===== config.mk =====
export PLATFORM = sky130hd
export DESIGN_NAME = fetch_prefetch_stage
export DESIGN_NICKNAME = d
export VERILOG_FILES = /design/src/rtl/fetch_prefetch_stage.sv
export SDC_FILE = /design/constraint.sdc
export NUM_CORES = 1
export LEC_CHECK = 0
export BUFFER_PORTS_ARGS = -buffer_cell sky130_fd_sc_hd__buf_2
export CAP_MARGIN = 20
export CORE_ASPECT_RATIO = 0.7
export CORE_UTILIZATION = 35
export CTS_BUF_LIST = sky130_fd_sc_hd__clkbuf_4 sky130_fd_sc_hd__clkbuf_8
export CTS_CLUSTER_DIAMETER = 30
export CTS_CLUSTER_SIZE = 8
export DETAILED_ROUTE_END_ITERATION = 8
export SETUP_SLACK_MARGIN = 0.3
export SYNTH_ARGS = -nofsm -noshare
export SYNTH_HDL_FRONTEND = slang
export SYNTH_SLANG_ARGS = --single-unit

===== constraint.sdc =====
create_clock -name CLK -period 3.2 [get_ports CLK]
set_clock_uncertainty 0.2 [all_clocks]
set_input_delay 0.32 -clock CLK [delete_from_list [all_inputs] [get_ports CLK]]
set_output_delay 0.32 -clock CLK [all_outputs]
set_load 0.005 [all_outputs]

===== src/rtl/fetch_prefetch_stage.sv =====
// Fetch stage with a DEPTH-entry prefetch queue of {instr, pc, npc} feeding decode.
// Optional performance counters are enabled by defining FETCH_PERF_EN.
module fetch_prefetch_stage #(
  parameter int DEPTH = 4,
  parameter int WORD_W = 32,
  parameter logic [WORD_W-1:0] RESET_PC = 32'h0000_0000
) (
  input  logic                       CLK,
  input  logic                       nRST,
  output logic                       imemREN,
  output logic [WORD_W-1:0]          imemaddr,
  input  logic                       ihit,
  input  logic [WORD_W-1:0]          instr,
  input  logic                       redirect,
  input  logic [WORD_W-1:0]          redirect_pc,
  input  logic                       stall,
  input  logic                       halt,
  output logic                       out_valid,
  output logic [WORD_W-1:0]          out_instr,
  output logic [WORD_W-1:0]          out_pc,
  output logic [WORD_W-1:0]          out_npc,
  output logic [$clog2(DEPTH+1)-1:0] count,
  output logic [15:0]                perf_flush_cnt,
  output logic [15:0]                perf_full_cnt
);

  localparam int PW = $clog2(DEPTH);
  localparam int CW = $clog2(DEPTH+1);
  localparam logic [CW-1:0] FULL_CNT = CW'(DEPTH);

  logic [WORD_W-1:0] instr_q [DEPTH];
  logic [WORD_W-1:0] pc_q    [DEPTH];
  logic [WORD_W-1:0] npc_q   [DEPTH];
  logic [PW-1:0]     wptr, rptr;
  logic [WORD_W-1:0] fetch_pc, pc_plus4;
  logic              full, push, pop;
  logic              unused_redirect_lsbs;

  // Word alignment of the redirect target drops the low two bits.
  assign unused_redirect_lsbs = ^redirect_pc[1:0];

  assign full      = (count == FULL_CNT);
  assign pc_plus4  = fetch_pc + WORD_W'(4);
  assign imemREN   = !full && !redirect && !halt;
  assign imemaddr  = fetch_pc;
  assign push      = imemREN && ihit;
  assign out_valid = (count != '0);
  assign pop       = out_valid && !stall;

  assign out_instr = instr_q[rptr];
  assign out_pc    = pc_q[rptr];
  assign out_npc   = npc_q[rptr];

  always_ff @(posedge CLK or negedge nRST) begin
    if (!nRST) begin
      fetch_pc <= RESET_PC;
      wptr     <= '0;
      rptr     <= '0;
      count    <= '0;
    end else if (redirect) begin
      fetch_pc <= {redirect_pc[WORD_W-1:2], 2'b00};
      wptr     <= '0;
      rptr     <= '0;
      count    <= '0;
    end else begin
      if (push) begin
        fetch_pc <= pc_plus4;
        wptr     <= wptr + PW'(1);
      end
      if (pop) begin
        rptr <= rptr + PW'(1);
      end
      case ({push, pop})
        2'b10:   count <= count + CW'(1);
        2'b01:   count <= count - CW'(1);
        default: count <= count;
      endcase
    end
  end

  // Storage is cleared on reset so the head reads as zero until the first fill.
  always_ff @(posedge CLK or negedge nRST) begin
    if (!nRST) begin
      for (int i = 0; i < DEPTH; i++) begin
        instr_q[i] <= '0;
        pc_q[i]    <= '0;
        npc_q[i]   <= '0;
      end
    end else if (push) begin
      instr_q[wptr] <= instr;
      pc_q[wptr]    <= fetch_pc;
      npc_q[wptr]   <= pc_plus4;
    end
  end

`ifdef FETCH_PERF_EN
  logic [15:0] flush_cnt_q, full_cnt_q;

  always_ff @(posedge CLK or negedge nRST) begin
    if (!nRST) begin
      flush_cnt_q <= '0;
      full_cnt_q  <= '0;
    end else begin
      if (redirect && out_valid && (flush_cnt_q != 16'hFFFF)) begin
        flush_cnt_q <= flush_cnt_q + 16'd1;
      end
      if (full && (full_cnt_q != 16'hFFFF)) begin
        full_cnt_q <= full_cnt_q + 16'd1;
      end
    end
  end

  assign perf_flush_cnt = flush_cnt_q;
  assign perf_full_cnt  = full_cnt_q;
`else
  assign perf_flush_cnt = 16'd0;
  assign perf_full_cnt  = 16'd0;
`endif

endmodule


==> results by stage <==
Flow run:
- Across the run, the number of max-cap violations was 0.

STA:
- Setup violations remaining at the end of the flow were counted as 0.
- The number of pins exceeding their max-slew limit in the final report is 0.
- The setup TNS after final layout is 0 ns.
- Counting I/O delays and the setup requirement, the final critical path takes 2.780 ns.
- At the pin with the least slew margin, the transition time is 0.6308 ns.
- The minimum setup slack in the final design is 0.4202 ns.
- Setup repair after global routing could not meet its margin everywhere.
- The portion of the clock cycle consumed by the worst path in the final layout is 0.8687.
- The worst slew margin relative to its limit is 0.5795.
- The timing-limited maximum frequency is 359.7 MHz.
- The hold violation count in the final report is 0.

CTS:
- Buffers inserted during clock tree synthesis total 86.
- The clock latency at the later pin of the worst-skew pair is 0.65 ns.
- The clock tree synthesis step divided the H-tree into 3 levels.
- The CTS tree is yes.
- The clock sink total is 405.
- The clock root buffer master is sky130_fd_sc_hd__clkbuf_8.
- Counting along the longest clock path gives a buffer depth of 3.
- The clock input transition at the sequential cells of the worst setup and hold paths is 0.06 ns.

Global route:
- The via count of the first global-routing pass is 12700.
- The maximum number of pins on one net before global-route repair is 100.
- The global-route wire length before repair is 75800 µm.
- The number of antenna violations at the first check in global routing is 2.
- The total grt overflow is 0.
- The total routing resource utilization after global routing is 0.1827.

Synth:
- The share of the Yosys chip area taken by registers is 0.5446.
- The number of distinct library cells after synthesis is 51.
- In this run, synthesis inferred 0 flip-flops with an integrated enable.
- The synthesized instance count is 1363.
- The number of storage elements in the synthesis netlist is 405.
- A synthesized cell averages 13.65 µm².
- After synthesis, the share of flip-flops with an asynchronous set or reset is 1.000.
- During synthesis, Yosys emitted a total of 0 warnings.
- The flip-flop cell with the highest count after synthesis is sky130_fd_sc_hd__dfrtp_1.
- After synthesis the cells add up to 0.01861 mm².

Run status:
- The run finished with clean final reports.

Floorplan:
- The count of pins on the block boundary is 235.
- In this run the standard cell core region covers 0.05238 mm².
- The die area is 0.05411 mm².
- The die extent in y is 194.9 µm.
- The floorplan step set the die width to 277.6 µm.
- For this configuration, the core starts out at a cell density of 0.3553.
- In this run the core area contains 70 standard-cell rows.

Power:
- Of the total power, the share spent switching nets is 0.2922.
- The total power consumption of the routed design is 0.01975 W.
- Of the total power, the clock network draws 0.343.
- The combinational share of power is 0.272.
- The share of total power dissipated in sequential elements is 0.385.
- The internal power of the cells totals 0.01398 W.
- Dividing total power by cell area gives a power density of 859.7 mW/mm².
- The leakage power figure is 10.63 nW.
- For this design the total switching power over the nets is 0.005771 W.
- The maximum vdd ir drop is 0.0003836 V.

Route:
- After detailed routing, the number of vias per cell comes to 5.076.
- The final wirelength is 48400 µm.
- Detailed routing inserted a total of 12140 vias.
- For this run, design rule violations remaining after detail routing come to 0.
- In the final routed layout, each cell accounts on average for 20.24 µm.
- The number of detailed-routing iterations run before antenna repair is 4.
- For this block, the initial DRC count from the detailed router was 594.
- The antenna violation net count after detailed routing is 0.

Worst setup path:
- The critical path in this run is classified as register to output port.
- Data on the critical path is required at its endpoint by 2.68 ns.
- The type of element launching the critical path is a register.
- At the worst endpoint, the arrival time is 2.26 ns.
- Of all nets on the critical path, the largest fanout is 28.
- The type of destination of the critical path is an output port.

Layout:
- In the final layout, the share of cells above drive strength 1 is 0.4222.
- The multi-input combinational cells in the finished layout cover a total of 0.007636 mm².
- The top cell types in the final layout, fill and taps aside, are sky130_fd_sc_hd__dfrtp_1 (403), sky130_fd_sc_hd__mux2_2 (219), sky130_fd_sc_hd__buf_2 (193).
- The sequential cells in the finished layout cover a total of 0.01014 mm².
- From synthesis to final layout, the design area changed by 23.47%.
- The commonest non-fill, non-tap cell in the layout is sky130_fd_sc_hd__dfrtp_1.
- At the end of the flow, the number of nets in the layout was 1714.
- The utilization after layout is 0.4387.
- The layout has 4775 filler cells.

Placement:
- OpenSTA, run right after detailed placement, puts the worst setup slack at 0.5235 ns.
- During placement, the flow inserted port buffers numbering 194.
- The final HPWL from detailed placement is 31150 µm.
- Routability-driven placement finished with a final weighted congestion of 0.7473.

Hold path:
- The kind of path behind the tightest hold check is input pin to async pin.
## registers in the layout, summed over array words and instances (netlist names)
signal,cells
imemaddr,30
count,3
wptr,2
rptr,2
npc_q,120
pc_q,120
instr_q,128
## synth_stat cells (3+ instances only)
cell                         n  area share
sky130_fd_sc_hd__nand4_1     6      0.0020
sky130_fd_sc_hd__o21ai_0   135       0.036
sky130_fd_sc_hd__mux4_2     92        0.11
sky130_fd_sc_hd__nor2_1     17      0.0034
sky130_fd_sc_hd__o211ai_1    3      0.0012
sky130_fd_sc_hd__clkbuf_1   29      0.0058
sky130_fd_sc_hd__a22oi_1    11      0.0044
sky130_fd_sc_hd__inv_1       7      0.0014
sky130_fd_sc_hd__buf_4      51       0.021
sky130_fd_sc_hd__a21oi_1     6      0.0016
sky130_fd_sc_hd__nand2_1   153       0.031
sky130_fd_sc_hd__nor3_1     13      0.0035
sky130_fd_sc_hd__nand3_1    16      0.0043
sky130_fd_sc_hd__dfrtp_1   405        0.54
sky130_fd_sc_hd__buf_6      23       0.014
sky130_fd_sc_hd__mux2_1     33       0.020
sky130_fd_sc_hd__xor2_1     21      0.0099
sky130_fd_sc_hd__o311ai_0    9      0.0042
sky130_fd_sc_hd__and3_1      5      0.0017
sky130_fd_sc_hd__a221o_1     6      0.0032
sky130_fd_sc_hd__nor4_4      3      0.0034
sky130_fd_sc_hd__nand2_2     4      0.0013
sky130_fd_sc_hd__or3_1       4      0.0013
sky130_fd_sc_hd__buf_2      44       0.012
sky130_fd_sc_hd__xnor2_1    11      0.0052
sky130_fd_sc_hd__ha_1        5      0.0034
sky130_fd_sc_hd__mux2_2    219        0.13
## metal layers
metal | track usage | vias to the layer above | wire, µm
met5 | 0 | - | 13
met2 | 0.2696 | 301 | 21580
met4 | 0.05259 | 2 | 992
li1 | - | 5439 | -
met3 | 0.05085 | 75 | 2998
met1 | 0.2618 | 6320 | 22820
## kinds of logic (layout without fill, tap and decap cells)
logic type,count (synthesis),after routing,synth area share
adders and majority gates,6,6,0.004438
DFF,405,405,0.5446
AOI/OAI and AO/OA,178,178,0.05440
and+or+nand+nor,241,241,0.06307
other,1,42,0.0002015
xor gates and xnor gates,32,32,0.01506
buffers and inverters,155,458,0.05379
muxes,345,345,0.2644
## cell type report
type / count / share of cell area
antenna: 4 / 0.0004357
multi-input combinational: 840 / 0.3324
clock buffer: 105 / 0.06235
sequential: 405 / 0.4414
inverter: 7 / 0.001144
clock inverter: 48 / 0.03088
timing repair buffer: 298 / 0.09416
tap: 684 / 0.03725
## stage by stage
| step | area (µm²) | hold WS, ns | std cells |
|---|---|---|---|
| after floorplan | 18750 | -0.1756 | 1400 |
| after global placement | 20140 | 0.1091 | 2167 |
| after detailed placement | 20140 | 0.1151 | 2167 |
| after CTS | 22950 | 0.005899 | 2387 |
| after global routing | 22970 | 0.03487 | 2387 |
| final | 22980 | 0.03327 | 2391 |
## final timing paths
check                             from           to  slack, ns  cells past startpoint
hold / removal                    nRST    npc_q[79]       0.03                      2
min in group CLK                  ihit      wptr[0]       0.16                      4
hold reg to reg             npc_q[101]   npc_q[101]       0.27                      2
setup / recovery               rptr[0]   out_npc[6]       0.42                      3
setup reg to reg           imemaddr[3]    npc_q[54]       0.45                      6
max in group asynchronous         nRST  instr_q[50]       1.68                      3
## worst max-delay path: stages, from the launching register on
cell and delay (ns):
sky130_fd_sc_hd__dfrtp_4 0.50, sky130_fd_sc_hd__buf_16 0.27, sky130_fd_sc_hd__mux4_2 0.65, sky130_fd_sc_hd__buf_2 0.18
## repair_timing
| action | in CTS | in global routing |
|---|---|---|
| buffers inserted | 1 | 0 |
| hold buffers | 66 | 0 |
| resized for setup | 1 | 2 |
| setup endpoints to repair | 78 | 4 |
| endpoints found under the hold margin | 505 | 0 |
## power groups by stage
stage	clock, W	combinational [W]	sequential [W]
2_1_floorplan	0	0.00350	0.00727
3_3_place_gp	0	0.00520	0.00760
3_5_place_dp	0	0.00533	0.00771
4_1_cts	0.00694	0.00547	0.00760
5_1_grt	0.00719	0.00588	0.00783
6_report	0.00678	0.00537	0.00761
Power figures use the tool's default switching activity.
